===== config.mk =====
export PLATFORM = sky130hd
export DESIGN_NAME = output_port_arbiter
export DESIGN_NICKNAME = d
export VERILOG_FILES = /design/src/rtl/router_pkg.sv /design/src/rtl/rr_arbiter5.sv /design/src/rtl/output_port_arbiter.sv
export SDC_FILE = /design/constraint.sdc
export NUM_CORES = 1
export LEC_CHECK = 0
export BUFFER_PORTS_ARGS = -buffer_cell sky130_fd_sc_hd__buf_4
export CORE_AREA = 2 2 160 162
export CTS_CLUSTER_SIZE = 12
export DETAILED_ROUTE_END_ITERATION = 7
export DIE_AREA = 0 0 162 164
export PLACE_DENSITY = 0.62
export SYNTH_ARGS = -nofsm -noshare
export SYNTH_HDL_FRONTEND = slang
export SYNTH_SLANG_ARGS = --single-unit
export TNS_END_PERCENT = 10

===== constraint.sdc =====
create_clock -name clk -period 7.6 [get_ports clk]
set_input_delay 1.52 -clock clk [delete_from_list [all_inputs] [get_ports clk]]
set_output_delay 1.52 -clock clk [all_outputs]
set_load 0.01 [all_outputs]

===== src/rtl/router_pkg.sv =====
// Shared definitions for the mesh router.
// Contents:
//   DATA_WIDTH, NUM_IN    - packet width and number of router input ports
//   PORT_* / PORT_*_OH    - port indices and their one-hot encodings; the same
//                           one-hot values select the routing stage direction
//   HDR_*                 - packet header field bit positions
//   state_t               - output register occupancy state
package router_pkg;

  localparam int DATA_WIDTH = 64;
  localparam int NUM_IN     = 5;

  localparam int PORT_L  = 0;
  localparam int PORT_R  = 1;
  localparam int PORT_U  = 2;
  localparam int PORT_D  = 3;
  localparam int PORT_PE = 4;

  localparam logic [4:0] PORT_L_OH  = 5'b00001;
  localparam logic [4:0] PORT_R_OH  = 5'b00010;
  localparam logic [4:0] PORT_U_OH  = 5'b00100;
  localparam logic [4:0] PORT_D_OH  = 5'b01000;
  localparam logic [4:0] PORT_PE_OH = 5'b10000;

  // Header layout (most significant bits of the packet).
  localparam int HDR_DIR_X     = 62;
  localparam int HDR_DIR_Y     = 61;
  localparam int HDR_HOP_MSB   = 60;
  localparam int HDR_HOP_LSB   = 57;
  localparam int HDR_SRC_X_MSB = 56;
  localparam int HDR_SRC_X_LSB = 53;
  localparam int HDR_SRC_Y_MSB = 52;
  localparam int HDR_SRC_Y_LSB = 49;

  typedef enum logic {
    ST_EMPTY = 1'b0,
    ST_FULL  = 1'b1
  } state_t;

endpackage


===== src/rtl/rr_arbiter5.sv =====
// Combinational five-way round-robin picker.
// Ports:
//   req[4:0] - request vector
//   ptr[2:0] - index (0..4) with highest priority this cycle
//   gnt[4:0] - one-hot winner (0 when no request)
//   idx[2:0] - encoded winner index
//   any      - at least one request is present
// The search order is ptr, ptr+1, ... wrapping modulo 5.
module rr_arbiter5 (
  input  logic [4:0] req,
  input  logic [2:0] ptr,
  output logic [4:0] gnt,
  output logic [2:0] idx,
  output logic       any
);

  logic [4:0] w_rot;  // req rotated so that bit0 is the ptr position
  logic [2:0] w_off;  // offset of the first set bit in w_rot

  function automatic logic [2:0] wrap5(input logic [3:0] v);
    return (v >= 4'd5) ? 3'(v - 4'd5) : v[2:0];
  endfunction

  always_comb begin
    case (ptr)
      3'd1:    w_rot = {req[0],   req[4:1]};
      3'd2:    w_rot = {req[1:0], req[4:2]};
      3'd3:    w_rot = {req[2:0], req[4:3]};
      3'd4:    w_rot = {req[3:0], req[4]};
      default: w_rot = req;
    endcase
  end

  always_comb begin
    w_off = 3'd0;
    any   = 1'b0;
    for (int k = 4; k >= 0; k--) begin
      if (w_rot[k]) begin
        w_off = 3'(k);
        any   = 1'b1;
      end
    end
  end

  assign idx = wrap5({1'b0, ptr} + {1'b0, w_off});

  always_comb begin
    gnt = '0;
    for (int i = 0; i < 5; i++) begin
      gnt[i] = any && (idx == 3'(i));
    end
  end

endmodule


===== src/rtl/output_port_arbiter.sv =====
// Per-output-port arbiter of the mesh router.
// Ports:
//   clk, reset_n - clock, asynchronous active-low reset
//   reqIn        - requests from the five inputs (bit0=L .. bit4=PE)
//   dataIn       - packets, slice i = dataIn[i*DATA_WIDTH +: DATA_WIDTH]
//   grantOut     - one-hot grant pulse, same cycle as the winning request
//   outValid     - output register holds a packet
//   outData      - packet presented downstream
//   outReady     - downstream accepts outData this cycle
//   pktCount     - packets handed downstream since reset (wrapping)
//   dbgState     - current occupancy state
// Handshake: a transfer happens on every rising edge where valid and ready
// are both high; the producer keeps valid and data stable until that edge,
// and ready while valid is low has no effect. The same rule governs the
// reqIn/grantOut pair: a request stays asserted with stable data until the
// cycle in which it is granted.
module output_port_arbiter #(
  parameter int DATA_WIDTH = router_pkg::DATA_WIDTH,
  parameter int NUM_IN     = router_pkg::NUM_IN,
  parameter int CNT_WIDTH  = 16
) (
  input  logic                         clk,
  input  logic                         reset_n,
  input  logic [NUM_IN-1:0]            reqIn,
  input  logic [NUM_IN*DATA_WIDTH-1:0] dataIn,
  output logic [NUM_IN-1:0]            grantOut,
  output logic                         outValid,
  output logic [DATA_WIDTH-1:0]        outData,
  input  logic                         outReady,
  output logic [CNT_WIDTH-1:0]         pktCount,
  output router_pkg::state_t           dbgState
);
  import router_pkg::*;

  state_t                r_state;
  state_t                w_state_nxt;
  logic [2:0]            r_ptr;
  logic [DATA_WIDTH-1:0] r_data;
  logic [CNT_WIDTH-1:0]  r_cnt;

  logic [NUM_IN-1:0]     w_gnt;
  logic [2:0]            w_idx;
  logic                  w_any;
  logic                  w_drain;
  logic                  w_can_accept;
  logic                  w_grant;
  logic [2:0]            w_ptr_nxt;
  logic [DATA_WIDTH-1:0] w_win_data;

  rr_arbiter5 u_rr (
    .req (reqIn),
    .ptr (r_ptr),
    .gnt (w_gnt),
    .idx (w_idx),
    .any (w_any)
  );

  assign outValid     = (r_state == ST_FULL);
  assign w_drain      = outValid & outReady;
  // A slot is free when empty, or when the held packet leaves this edge.
  assign w_can_accept = (r_state == ST_EMPTY) | w_drain;
  assign w_grant      = w_can_accept & w_any;
  assign w_ptr_nxt    = (w_idx == 3'd4) ? 3'd0 : w_idx + 3'd1;

  // reset_n gates the pulse so nothing pops while the port is held in reset.
  assign grantOut = w_gnt & {NUM_IN{w_grant & reset_n}};

  always_comb begin
    w_win_data = '0;
    for (int i = 0; i < NUM_IN; i++) begin
      if (w_gnt[i]) w_win_data = dataIn[i*DATA_WIDTH +: DATA_WIDTH];
    end
  end

  always_comb begin
    w_state_nxt = r_state;
    case (r_state)
      ST_EMPTY: if (w_grant) w_state_nxt = ST_FULL;
      ST_FULL: begin
        if (w_grant)      w_state_nxt = ST_FULL;
        else if (w_drain) w_state_nxt = ST_EMPTY;
      end
      default: w_state_nxt = ST_EMPTY;
    endcase
  end

  always_ff @(posedge clk or negedge reset_n) begin
    if (!reset_n) r_state <= ST_EMPTY;
    else          r_state <= w_state_nxt;
  end

  always_ff @(posedge clk or negedge reset_n) begin
    if (!reset_n) begin
      r_data <= '0;
      r_ptr  <= 3'd0;
      r_cnt  <= '0;
    end else begin
      // On a drain without refill outData keeps its stale value.
      if (w_grant) begin
        r_data <= w_win_data;
        r_ptr  <= w_ptr_nxt;
      end
      if (w_drain) r_cnt <= r_cnt + {{(CNT_WIDTH-1){1'b0}}, 1'b1};
    end
  end

  assign outData  = r_data;
  assign pktCount = r_cnt;
  assign dbgState = r_state;

endmodule

==> reports/summary.txt <==
outcome -> complete, no violations
Synth Register Bits -> 84
top post-synthesis cells by area -> dfrtp_1, a32o_1, a221o_1
initial core utilization -> 27.7%
Yosys top cell area share -> 30.6%
max-cap violations -> 0
Synthesis Warnings -> 0
fraction of layout cells with a size suffix above 1 -> 41.6%
CTS tree -> done
post-route ant nets -> 0
hold_buf cts -> 0
CTS sink count -> 84
drt pass-1 iters -> 6
crit path capture type -> primary output
via count -> 8,372
predominant post-synthesis flop cell -> dfrtp_1
FFs w/ async S/R, synth -> 100%
Num CTS Buffers -> 9
first-pass GRT wire length -> 46.9 mm
post-synth top area cell -> dfrtp_1
# setup viols final -> 0
H-tree depth -> 3
Post-synth EDFFs -> 0
Yosys cell types -> 53
max frequency -> 143 MHz
post_cts resized -> 0
Hold Fails Final Rpt -> 0
CP required -> 6.08 ns
Die X -> 162 µm
Antenna diodes -> 0
Syn Nets -> 1,115
1st-iter DRT viols -> 686
Global Route Usage Sum -> 22.7%
CP max FO -> 10
Worst Skew -> 0.0151 ns
Setup CP Type -> input port to primary output
clock-pin slew on the worst setup and hold paths -> 0.07 ns
core area -> 0.0248 mm²
RSZ-0062 raised after global routing -> no
Min Clock Period, post-route -> 7.02 ns
gr ovfl total -> 0
gp weighted congestion -> 0.810
Post-Syn Area -> 0.00688 mm²
R2R Setup Slk -> 1.68 ns
crit path launch type -> input port
DR DRC count -> 0
final WL -> 32.1 mm
I/O pin count -> 415
Slew @ Worst Pin -> 1.06 ns
Period Utilization, post-route -> 92.3%
fin nets -> 1,468
sequential cell area fraction in the yosys report -> 30.6%
fill count -> 2,571
port buffer count -> 414
vias in the first global route -> 8,075
Rel. slew slack -> 29.2%
post-DR wirelength/cell -> 21.9 µm
Pins Over Slew Limit -> 0
worst path arrival time -> 5.50 ns
clk buf depth -> 2
num rows -> 58
die area -> 0.0266 mm²
largest net degree at the start of global routing -> 129
post-CTS setup buffers -> 0
CTS root buffer -> clkbuf_16
Vias/cell -> 5.72
HPWL Detailed -> 22.3 mm
Worst Hold Class -> flop to flop
Area Growth Syn to Fin -> 52.4%
setup TNS -> 0 ns
Clk Latency, worst-skew pair -> 0.35 ns
Post-Syn Instances -> 775
die height -> 164 µm
initial antenna violation count -> 0
synthesized area per cell -> 8.88 µm²
[final cells by class]
class                   instances  area, µm²  share of cell area [%]
clock buffers                  12        256                    2.45
repair buffers                429       3260                    31.1
multi-input cells             589       4340                    41.4
flip-flops and latches         84       2100                    20.1
inverters                      15       56.3                   0.537
well taps                     330        413                    3.94
clock inverters                 4       56.3                   0.537
[state kept, by name (all words and copies together), names as in the netlist]
name	count
outData	64
r_ptr	3
dbgState	1
pktCount	16
[cells by family (layout without fill, tap and decap cells)]
logic type	Yosys count	count (layout)	share of synthesized area [%]
AND/OR/NAND/NOR	197	197	13.7
multiplexers	8	8	1.24
flip-flops	84	84	30.6
XOR/XNOR	18	18	2.40
AO/OA/AOI/OAI	354	354	42.6
adder cells (fa/ha/maj)	12	12	2.29
buffers and inverters	102	460	7.28
[synth_stat cells (2+ instances only)]
cell type  count
dfrtp_1       84
nor3_1        71
nor2_1        69
a32o_1        66
a211oi_1      65
o21ai_0       65
a221o_1       64
a2bb2oi_1     64
buf_2         40
clkbuf_1      35
xnor2_1       16
inv_1         15
nand2_1       15
ha_1          11
nand3_1        8
buf_6          7
nand2b_1       7
a21oi_1        6
and3_1         5
o22ai_1        5
or2_2          5
buf_4          4
mux2_2         4
mux2i_1        4
nand4_1        4
a211o_1        2
a21o_1         2
a22oi_2        2
and2_1         2
nor2_2         2
nor2b_1        2
o2bb2ai_1      2
o32ai_1        2
[placed cells by master, fill, tap and decap left out, types with 5 or more instances in the layout]
cell and n:
a221o_1 64, xnor2_1 16, nor3_1 71, or2_2 5, dfrtp_1 84, nand3_1 7
ha_1 10, nor2_1 69, o22ai_1 5, and3_1 5, buf_4 426, a2bb2oi_1 64
o21ai_0 65, a21oi_1 6, a32o_1 66, inv_1 15, nand2b_1 6, nand2_1 15
clkbuf_16 9, a211oi_1 65
[path summary, 6_finish.rpt]
kind,start,cells past startpoint,to
hold reg to reg,pktCount[15],1,pktCount[15]
setup reg to reg,r_ptr[1],22,outData[7]
hold / removal,pktCount[15],1,pktCount[15]
min in group asynchronous,reset_n,1,outData[48]
max in group asynchronous,reset_n,2,outData[20]
setup / recovery,reqIn[4],21,grantOut[4]
[worst max-delay path, stage by stage]
cell,delay (ns)
buf_4,0.11
nand2b_1,0.10
a21oi_1,0.07
o22ai_1,0.24
nand2_1,0.09
a32o_1,0.21
and2_1,0.15
ha_1,0.20
fa_1,0.49
inv_1,0.07
ha_1,0.30
nor2b_1,0.18
o21ai_0,0.31
nor2_1,0.08
a21o_1,0.20
inv_1,0.09
ha_1,0.23
a21boi_1,0.42
nand2_4,0.10
nor3_1,0.15
buf_4,0.16
[metal layers]
layer	GRT usage (%)	vias up	part of all wire [%]
met1	28.0	4068	40
met3	4.90	45	8.2
met4	7.04	0	2.0
met5	0	-	0
li1	-	3843	-
met2	39.7	416	50
[per-stage QoR]
stage | hold WS (ns) | utilization (%) | std cells | setup WS, ns | area (µm²)
floorplan | 0.507 | - | 775 | 0.800 | 6880
global placement | 0.463 | 41.0 | 1447 | 0.701 | 10200
detailed placement | 0.475 | 41.0 | 1447 | 0.629 | 10200
CTS | 0.488 | 42.2 | 1463 | 0.620 | 10500
global route | 0.511 | 42.2 | 1463 | 0.283 | 10500
finish | 0.484 | 42.2 | 1463 | 0.584 | 10500
Power is not shown: default switching activity piles up to over one toggle a cycle in this logic, so the estimate is an artifact.
